$ cat src/rtl/pipeline_hazard_ctrl_pkg.sv
// Shared types and constants for the pipeline hazard controller.
// Imported by pipeline_hazard_ctrl and hazard_src_match.
package hazard_ctrl_pkg;

   typedef enum logic [1:0] {
      ST_RUN      = 2'd0,
      ST_FLUSH    = 2'd1,
      ST_MEM_WAIT = 2'd2
   } hz_state_t;

   localparam logic [1:0] FWD_REG = 2'b00;
   localparam logic [1:0] FWD_EX  = 2'b01;
   localparam logic [1:0] FWD_MEM = 2'b10;

   localparam logic [3:0] REG_PC  = 4'd15;

endpackage

$ cat src/rtl/pipeline_hazard_ctrl_src_match.sv
// Compare/select logic for one decode source operand against the EX and MEM producers.
// R15 is the PC: it never matches, so branch writes are never forwarded.
module hazard_src_match
   import hazard_ctrl_pkg::*;
#(
   parameter int REG_ADDR_W = 4
) (
   input  logic [REG_ADDR_W-1:0] src,
   input  logic                  src_used,
   input  logic [REG_ADDR_W-1:0] ex_rd,
   input  logic                  ex_wr,
   input  logic                  ex_is_load,
   input  logic [REG_ADDR_W-1:0] mem_rd,
   input  logic                  mem_wr,
   output logic [1:0]            fwd_sel,
   output logic                  ex_load_hit,
   output logic                  any_hit
);

   logic live;
   logic ex_hit;
   logic mem_hit;

   assign live        = src_used && (src != REG_ADDR_W'(REG_PC));
   assign ex_hit      = live && ex_wr && (ex_rd == src);
   assign mem_hit     = live && mem_wr && (mem_rd == src);
   assign ex_load_hit = ex_hit && ex_is_load;
   assign any_hit     = ex_hit || mem_hit;

   // A load result is not available in EX, so only an ALU producer forwards from EX.
   always_comb begin
      fwd_sel = FWD_REG;
      if (ex_hit && !ex_is_load)
         fwd_sel = FWD_EX;
      else if (mem_hit)
         fwd_sel = FWD_MEM;
   end

endmodule

$ cat src/rtl/pipeline_hazard_ctrl.sv
// Pipeline register sequencing: enables, flushes, stalls and operand forwarding selects.
// Build option HAZARD_FWD_EN: enables EX/MEM forwarding; without it every RAW match stalls.
//
// state       | meaning
// ------------+-----------------------------------------------------------
// ST_RUN      | normal issue; branch flush start and load-use/RAW stalls
// ST_FLUSH    | killing fetch/decode after a taken branch, flush_left to go
// ST_MEM_WAIT | data memory busy, whole pipe frozen; ret_state resumes
module pipeline_hazard_ctrl
   import hazard_ctrl_pkg::*;
#(
   parameter int REG_ADDR_W   = 4,
   parameter int FLUSH_CYCLES = 2,
   parameter int CNT_W        = 8
) (
   input  logic                  clk,
   input  logic                  reset,
   input  logic                  id_valid,
   input  logic [REG_ADDR_W-1:0] id_rn,
   input  logic [REG_ADDR_W-1:0] id_rm,
   input  logic                  id_use_rn,
   input  logic                  id_use_rm,
   input  logic                  ex_valid,
   input  logic [REG_ADDR_W-1:0] ex_rd,
   input  logic                  ex_wr,
   input  logic                  ex_is_load,
   input  logic [REG_ADDR_W-1:0] mem_rd,
   input  logic                  mem_wr,
   input  logic                  br_taken,
   input  logic                  mem_busy,
   output logic                  pc_en,
   output logic                  fd_en,
   output logic                  fd_flush,
   output logic                  de_en,
   output logic                  de_bubble,
   output logic                  em_en,
   output logic [1:0]            fwd_a_sel,
   output logic [1:0]            fwd_b_sel,
   output logic [CNT_W-1:0]      stall_cnt
);

   localparam int FL_W = (FLUSH_CYCLES > 1) ? $clog2(FLUSH_CYCLES) : 1;

   hz_state_t       state, state_n;
   hz_state_t       ret_state, ret_state_n;
   hz_state_t       eff_state;
   logic [FL_W-1:0] flush_left, flush_left_n;

   logic [1:0] sel_a, sel_b;
   logic       lu_a, lu_b;
   logic       hit_a, hit_b;
   logic       hazard;
   logic [1:0] fwd_a_raw, fwd_b_raw;
   logic       unused_ok;

   hazard_src_match #(.REG_ADDR_W(REG_ADDR_W)) u_match_rn (
      .src         (id_rn),
      .src_used    (id_use_rn),
      .ex_rd       (ex_rd),
      .ex_wr       (ex_wr),
      .ex_is_load  (ex_is_load),
      .mem_rd      (mem_rd),
      .mem_wr      (mem_wr),
      .fwd_sel     (sel_a),
      .ex_load_hit (lu_a),
      .any_hit     (hit_a)
   );

   hazard_src_match #(.REG_ADDR_W(REG_ADDR_W)) u_match_rm (
      .src         (id_rm),
      .src_used    (id_use_rm),
      .ex_rd       (ex_rd),
      .ex_wr       (ex_wr),
      .ex_is_load  (ex_is_load),
      .mem_rd      (mem_rd),
      .mem_wr      (mem_wr),
      .fwd_sel     (sel_b),
      .ex_load_hit (lu_b),
      .any_hit     (hit_b)
   );

`ifdef HAZARD_FWD_EN
   assign hazard    = id_valid && ex_valid && (lu_a || lu_b);
   assign fwd_a_raw = sel_a;
   assign fwd_b_raw = sel_b;
   assign unused_ok = &{1'b0, hit_a, hit_b};
`else
   // No bypass paths: hold decode until the producer has retired from MEM.
   assign hazard    = id_valid && (hit_a || hit_b);
   assign fwd_a_raw = FWD_REG;
   assign fwd_b_raw = FWD_REG;
   assign unused_ok = &{1'b0, lu_a, lu_b, sel_a, sel_b};
`endif

   // Leaving MEM_WAIT happens in the same cycle mem_busy drops, so decode from the saved state.
   assign eff_state = (state == ST_MEM_WAIT) ? ret_state : state;

   always_comb begin
      pc_en        = 1'b1;
      fd_en        = 1'b1;
      fd_flush     = 1'b0;
      de_en        = 1'b1;
      de_bubble    = 1'b0;
      em_en        = 1'b1;
      fwd_a_sel    = fwd_a_raw;
      fwd_b_sel    = fwd_b_raw;
      state_n      = state;
      ret_state_n  = ret_state;
      flush_left_n = flush_left;

      if (reset) begin
         pc_en        = 1'b0;
         fd_en        = 1'b0;
         fd_flush     = 1'b1;
         de_en        = 1'b0;
         de_bubble    = 1'b1;
         em_en        = 1'b0;
         fwd_a_sel    = FWD_REG;
         fwd_b_sel    = FWD_REG;
         state_n      = ST_RUN;
         ret_state_n  = ST_RUN;
         flush_left_n = '0;
      end else if (mem_busy) begin
         pc_en       = 1'b0;
         fd_en       = 1'b0;
         de_en       = 1'b0;
         em_en       = 1'b0;
         state_n     = ST_MEM_WAIT;
         ret_state_n = eff_state;
      end else begin
         case (eff_state)
            ST_FLUSH: begin
               fd_flush     = 1'b1;
               de_bubble    = 1'b1;
               flush_left_n = flush_left - 1'b1;
               state_n      = (flush_left_n == '0) ? ST_RUN : ST_FLUSH;
            end
            default: begin
               state_n = ST_RUN;
               if (br_taken && ex_valid) begin
                  fd_flush  = 1'b1;
                  de_bubble = 1'b1;
                  if (FLUSH_CYCLES > 1) begin
                     state_n      = ST_FLUSH;
                     flush_left_n = FL_W'(FLUSH_CYCLES - 1);
                  end
               end else if (hazard) begin
                  pc_en     = 1'b0;
                  fd_en     = 1'b0;
                  de_bubble = 1'b1;
               end
            end
         endcase
      end
   end

   always_ff @(posedge clk) begin
      if (reset) begin
         state      <= ST_RUN;
         ret_state  <= ST_RUN;
         flush_left <= '0;
         stall_cnt  <= '0;
      end else begin
         state      <= state_n;
         ret_state  <= ret_state_n;
         flush_left <= flush_left_n;
         if (!pc_en && (stall_cnt != '1))
            stall_cnt <= stall_cnt + 1'b1;
      end
   end

endmodule
$ cat config.mk
export PLATFORM = sky130hd
export DESIGN_NAME = pipeline_hazard_ctrl
export DESIGN_NICKNAME = d
export VERILOG_FILES = /design/src/rtl/pipeline_hazard_ctrl_pkg.sv /design/src/rtl/pipeline_hazard_ctrl_src_match.sv /design/src/rtl/pipeline_hazard_ctrl.sv
export SDC_FILE = /design/constraint.sdc
export NUM_CORES = 1
export LEC_CHECK = 0
export CORE_MARGIN = 2
export CORE_UTILIZATION = 65
export CTS_BUF_LIST = sky130_fd_sc_hd__clkbuf_4 sky130_fd_sc_hd__clkbuf_8
export CTS_CLUSTER_SIZE = 30
export DETAILED_ROUTE_END_ITERATION = 10
export DONT_BUFFER_PORTS = 1
export HOLD_SLACK_MARGIN = 0.02
export PLACE_DENSITY = 0.86
export SLEW_MARGIN = 10
export SYNTH_ARGS = -nofsm -noshare
export SYNTH_HDL_FRONTEND = slang
export SYNTH_SLANG_ARGS = --single-unit
$ cat constraint.sdc
create_clock -name clk -period 2.3 [get_ports clk]
set_input_delay 0.46 -clock clk [delete_from_list [all_inputs] [get_ports clk]]
set_output_delay 0.46 -clock clk [all_outputs]
set_load 0.01 [all_outputs]
==> report_table.html <==
<table>
<tr><th>Metric</th><th>Value</th></tr>
<tr><th colspan="2">Min path</th></tr>
<tr><td>Worst hold-check path type</td><td>in2reg</td></tr>
<tr><th colspan="2">Power and ir drop</th></tr>
<tr><td>PD cells</td><td>440 nW/um^2</td></tr>
<tr><td>Worst voltage drop across the vdd grid</td><td>0.000385 V</td></tr>
<tr><td>Standby leakage power</td><td>0.440 nW</td></tr>
<tr><th colspan="2">Worst setup path</th></tr>
<tr><td>Worst Setup Path Type</td><td>reg2out</td></tr>
<tr><td>CP Launch Type</td><td>flip-flop</td></tr>
<tr><td>Crit-path max FO</td><td>6</td></tr>
<tr><td>Endpoint class of the critical path</td><td>primary output</td></tr>
<tr><td>Required time at the worst-slack endpoint</td><td>1840 ps</td></tr>
<tr><td>Arr. time, crit path</td><td>1680 ps</td></tr>
<tr><th colspan="2">Timing</th></tr>
<tr><td>Transition at the pin with the smallest max-transition slack</td><td>575 ps</td></tr>
<tr><td>RSZ-0062 raised after global routing</td><td>false</td></tr>
<tr><td>Fin. Hold Viols</td><td>0</td></tr>
<tr><td>Maximum operating frequency</td><td>0.467 GHz</td></tr>
<tr><td>Final critical-path share of the clock period</td><td>93.1%</td></tr>
<tr><td>Sum of negative setup slack</td><td>0 ps</td></tr>
<tr><td>Final-layout worst hold slack</td><td>242 ps</td></tr>
<tr><td>Shortest clock period the worst path allows after layout</td><td>2140 ps</td></tr>
<tr><td>Final max-slew violation count</td><td>0</td></tr>
<tr><td>Worst-case headroom to the max-slew limit</td><td>61.5%</td></tr>
<tr><td>Clock skew</td><td>2.60 ps</td></tr>
<tr><td>Number of setup violations in the final report</td><td>0</td></tr>
<tr><th colspan="2">Routing</th></tr>
<tr><td>Avg Vias per Cell</td><td>6.49</td></tr>
<tr><td>Routed Wire Length</td><td>2.37 mm</td></tr>
<tr><td>Number of optimization iterations in the first detailed-route pass</td><td>4</td></tr>
<tr><td>Detailed router's first-iteration violation count</td><td>23</td></tr>
<tr><td>Total number of vias</td><td>999</td></tr>
<tr><td>Number of remaining DRC errors</td><td>0</td></tr>
<tr><td>Post-detailed-route count of antenna-violating nets</td><td>0</td></tr>
<tr><td>Average wire per standard cell</td><td>15.4 um</td></tr>
<tr><th colspan="2">Global route</th></tr>
<tr><td>Global routing usage summed across all routing layers</td><td>24.2%</td></tr>
<tr><td>Maximum number of pins on one net before global-route repair</td><td>18</td></tr>
<tr><td>Global-route congestion overflow total</td><td>0</td></tr>
<tr><td>Global-route wire length before repair</td><td>3.62 mm</td></tr>
<tr><td>Number of global-route vias before repair</td><td>904</td></tr>
<tr><td>Number of antenna violations at the first check in global routing</td><td>0</td></tr>
<tr><th colspan="2">Status</th></tr>
<tr><td>Result of the run</td><td>completed</td></tr>
<tr><th colspan="2">Finish</th></tr>
<tr><td>Most frequent cells in the layout</td><td>14 x sky130_fd_sc_hd__nand2_1, 13 x sky130_fd_sc_hd__dfxtp_1, 12 x sky130_fd_sc_hd__xor2_1, 7 x sky130_fd_sc_hd__inv_1, 7 x sky130_fd_sc_hd__nand3_1</td></tr>
<tr><td>Share of final-layout standard cells stronger than drive strength 1</td><td>14.5%</td></tr>
<tr><td>Leading cell type in the layout, fill and taps excluded</td><td>sky130_fd_sc_hd__nand2_1</td></tr>
<tr><td>Final Cell Area</td><td>1140 sq um</td></tr>
<tr><td>Layout net count</td><td>167</td></tr>
<tr><td>Finished Core Util</td><td>73.7%</td></tr>
<tr><td>Antenna Diode Count</td><td>0</td></tr>
<tr><td>Layout area overhead</td><td>3.18%</td></tr>
<tr><th colspan="2">Placement</th></tr>
<tr><td>Total of buffers placed on input and output ports</td><td>0</td></tr>
<tr><td>Detailed Place HPWL</td><td>1.85 mm</td></tr>
<tr><td>Post-detailed-placement cell area</td><td>1100 sq um</td></tr>
<tr><td>Routability Congestion</td><td>0.789</td></tr>
<tr><th colspan="2">Clock tree</th></tr>
<tr><td>CTS tree</td><td>built</td></tr>
<tr><td>Number of buffers inserted to repair setup after CTS</td><td>0</td></tr>
<tr><td>H-tree lvl count</td><td>1</td></tr>
<tr><td>Source-to-sink clock delay at the later pin of the worst-skew pair</td><td>280 ps</td></tr>
<tr><td>Post_cts resized</td><td>0</td></tr>
<tr><td>Clk sinks</td><td>13</td></tr>
<tr><td>Hold bufs inserted after CTS</td><td>0</td></tr>
<tr><td>Root cell of the clock tree</td><td>sky130_fd_sc_hd__clkbuf_4</td></tr>
<tr><td>Clk pin slew, worst setup/hold paths</td><td>80 ps</td></tr>
<tr><td>Maximum number of buffers from clock root to sink</td><td>2</td></tr>
<tr><td>TritonCTS Buffers</td><td>3</td></tr>
<tr><th colspan="2">Logic synthesis</th></tr>
<tr><td>FFs w/ async S/R, synth</td><td>0%</td></tr>
<tr><td>Simple-gate share of the synthesized area</td><td>28.2%</td></tr>
<tr><td>Number of warning messages in the yosys log</td><td>0</td></tr>
<tr><td>Post-Syn Area</td><td>1100 sq um</td></tr>
<tr><td>Synthesized-area fraction occupied by ao, oa, aoi and oai cells</td><td>21.8%</td></tr>
<tr><td>Number of flops mapped to enable cells by yosys</td><td>0</td></tr>
<tr><td>Unique masters post-synth</td><td>48</td></tr>
<tr><td>Main combinational cell family by area after synthesis</td><td>simple AND/OR/NAND/NOR gates</td></tr>
<tr><td>Main synth FF type</td><td>sky130_fd_sc_hd__dfxtp_1</td></tr>
<tr><td>Post-synthesis area per instance</td><td>8.10 sq um</td></tr>
<tr><td>Adder-cell share of the synthesized area</td><td>1.14%</td></tr>
<tr><td>Multiplexer fraction of the synthesized cell area</td><td>2.84%</td></tr>
<tr><td>Flip-flop and latch count after synthesis</td><td>13</td></tr>
<tr><td>Post-synthesis share of cell area spent on xor and xnor gates</td><td>12.7%</td></tr>
<tr><td>Instance count of the mapped netlist</td><td>136</td></tr>
<tr><td>Proportion of synthesized chip area in sequential cells</td><td>23.6%</td></tr>
<tr><th colspan="2">Floorplan</th></tr>
<tr><td>Rows</td><td>14</td></tr>
<tr><td>Die Height</td><td>45.2 um</td></tr>
<tr><td>Initial cell density of the core</td><td>71.4%</td></tr>
<tr><td>Core outline area</td><td>1540 sq um</td></tr>
<tr><td>Horizontal die dimension</td><td>45.2 um</td></tr>
<tr><td>Num ports</td><td>45</td></tr>
<tr><td>Overall die area</td><td>2040 sq um</td></tr>
<tr><th colspan="2">Flow run</th></tr>
<tr><td>Max_cap viols</td><td>0</td></tr>
</table>
## where the power goes
part	internal [mW]	leakage, nW	switching (mW)
combinational	0.0424	0.315	0.0496
sequential	0.234	0.106	0.0169
clock	0.0791	0.0184	0.0777
## registers in the layout, summed over array words and instances (netlist names)
signal	flops
flush_left	1
ret_state	2
stall_cnt	8
state	2
## synth_stat cells, types with 2 or more instances
cell type                   n  area, sq um
sky130_fd_sc_hd__a21oi_1    5         25.0
sky130_fd_sc_hd__nand3_1    7         35.0
sky130_fd_sc_hd__mux2i_1    2         20.0
sky130_fd_sc_hd__nor4_1     5         31.3
sky130_fd_sc_hd__xor2_1    12          105
sky130_fd_sc_hd__a31oi_1    3         18.8
sky130_fd_sc_hd__inv_1      7         26.3
sky130_fd_sc_hd__nor4b_1    2         17.5
sky130_fd_sc_hd__nor3_1     4         20.0
sky130_fd_sc_hd__buf_4      6         45.0
sky130_fd_sc_hd__a211o_1    2         17.5
sky130_fd_sc_hd__xnor2_1    4         35.0
sky130_fd_sc_hd__nor2b_1    3         18.8
sky130_fd_sc_hd__o21ai_0    3         15.0
sky130_fd_sc_hd__o21ai_1    3         15.0
sky130_fd_sc_hd__nor2_1     6         22.5
sky130_fd_sc_hd__dfxtp_1   13          260
sky130_fd_sc_hd__nand2_1   14         52.6
sky130_fd_sc_hd__a41oi_1    2         17.5
sky130_fd_sc_hd__a21oi_2    2         17.5
sky130_fd_sc_hd__and3_1     2         12.5
sky130_fd_sc_hd__and3_4     2         22.5
sky130_fd_sc_hd__clkbuf_1   2         7.51
## logic make-up after synthesis
group | after synthesis
and+or+nand+nor | 53
AOI/OAI and AO/OA | 31
buffers and inverters | 18
xor gates and xnor gates | 16
DFF | 13
muxes | 3
adders and majority gates | 1
other | 1
## per-layer routing
layer | global-route usage [%] | wire (um) | vias up
li1 | - | - | 483
met1 | 26.3 | 941 | 458
met2 | 43.7 | 1180 | 56
met3 | 8.40 | 235 | 2
met4 | 7.06 | 14 | 0
met5 | 0 | 0 | -
## critical path: stages (launching register included)
cell	delay (ps)
sky130_fd_sc_hd__dfxtp_1	360
sky130_fd_sc_hd__nor4b_4	340
sky130_fd_sc_hd__a211oi_4	100
sky130_fd_sc_hd__nand2_1	100
sky130_fd_sc_hd__a21oi_2	40
sky130_fd_sc_hd__nor3_1	280
sky130_fd_sc_hd__buf_4	190
## through the flow
stage,cells,power [mW],setup WS (ps)
floorplan,139,0.342,247
global placement,150,0.343,307
detailed placement,150,0.347,291
CTS,154,0.502,75.2
global route,154,0.529,40.1
finish,154,0.500,158
## area by class of cell
type                    count  area (sq um)
fillers                   132           405
well taps                  16          20.0
repair buffers              5          37.5
inverters                   8          30.0
flip-flops and latches     13           260
multi-input cells         108           758
clock buffers               4          30.0
## final timing paths
path	slack [ps]	startpoint	endpoint	depth (start not counted)
min reg2reg	480	flush_left	flush_left	2
max	160	state[0]	fd_en	6
min	240	reset	state[1]	1
max reg2reg	340	stall_cnt[2]	stall_cnt[0]	7
(Power assumes the default switching activity.)
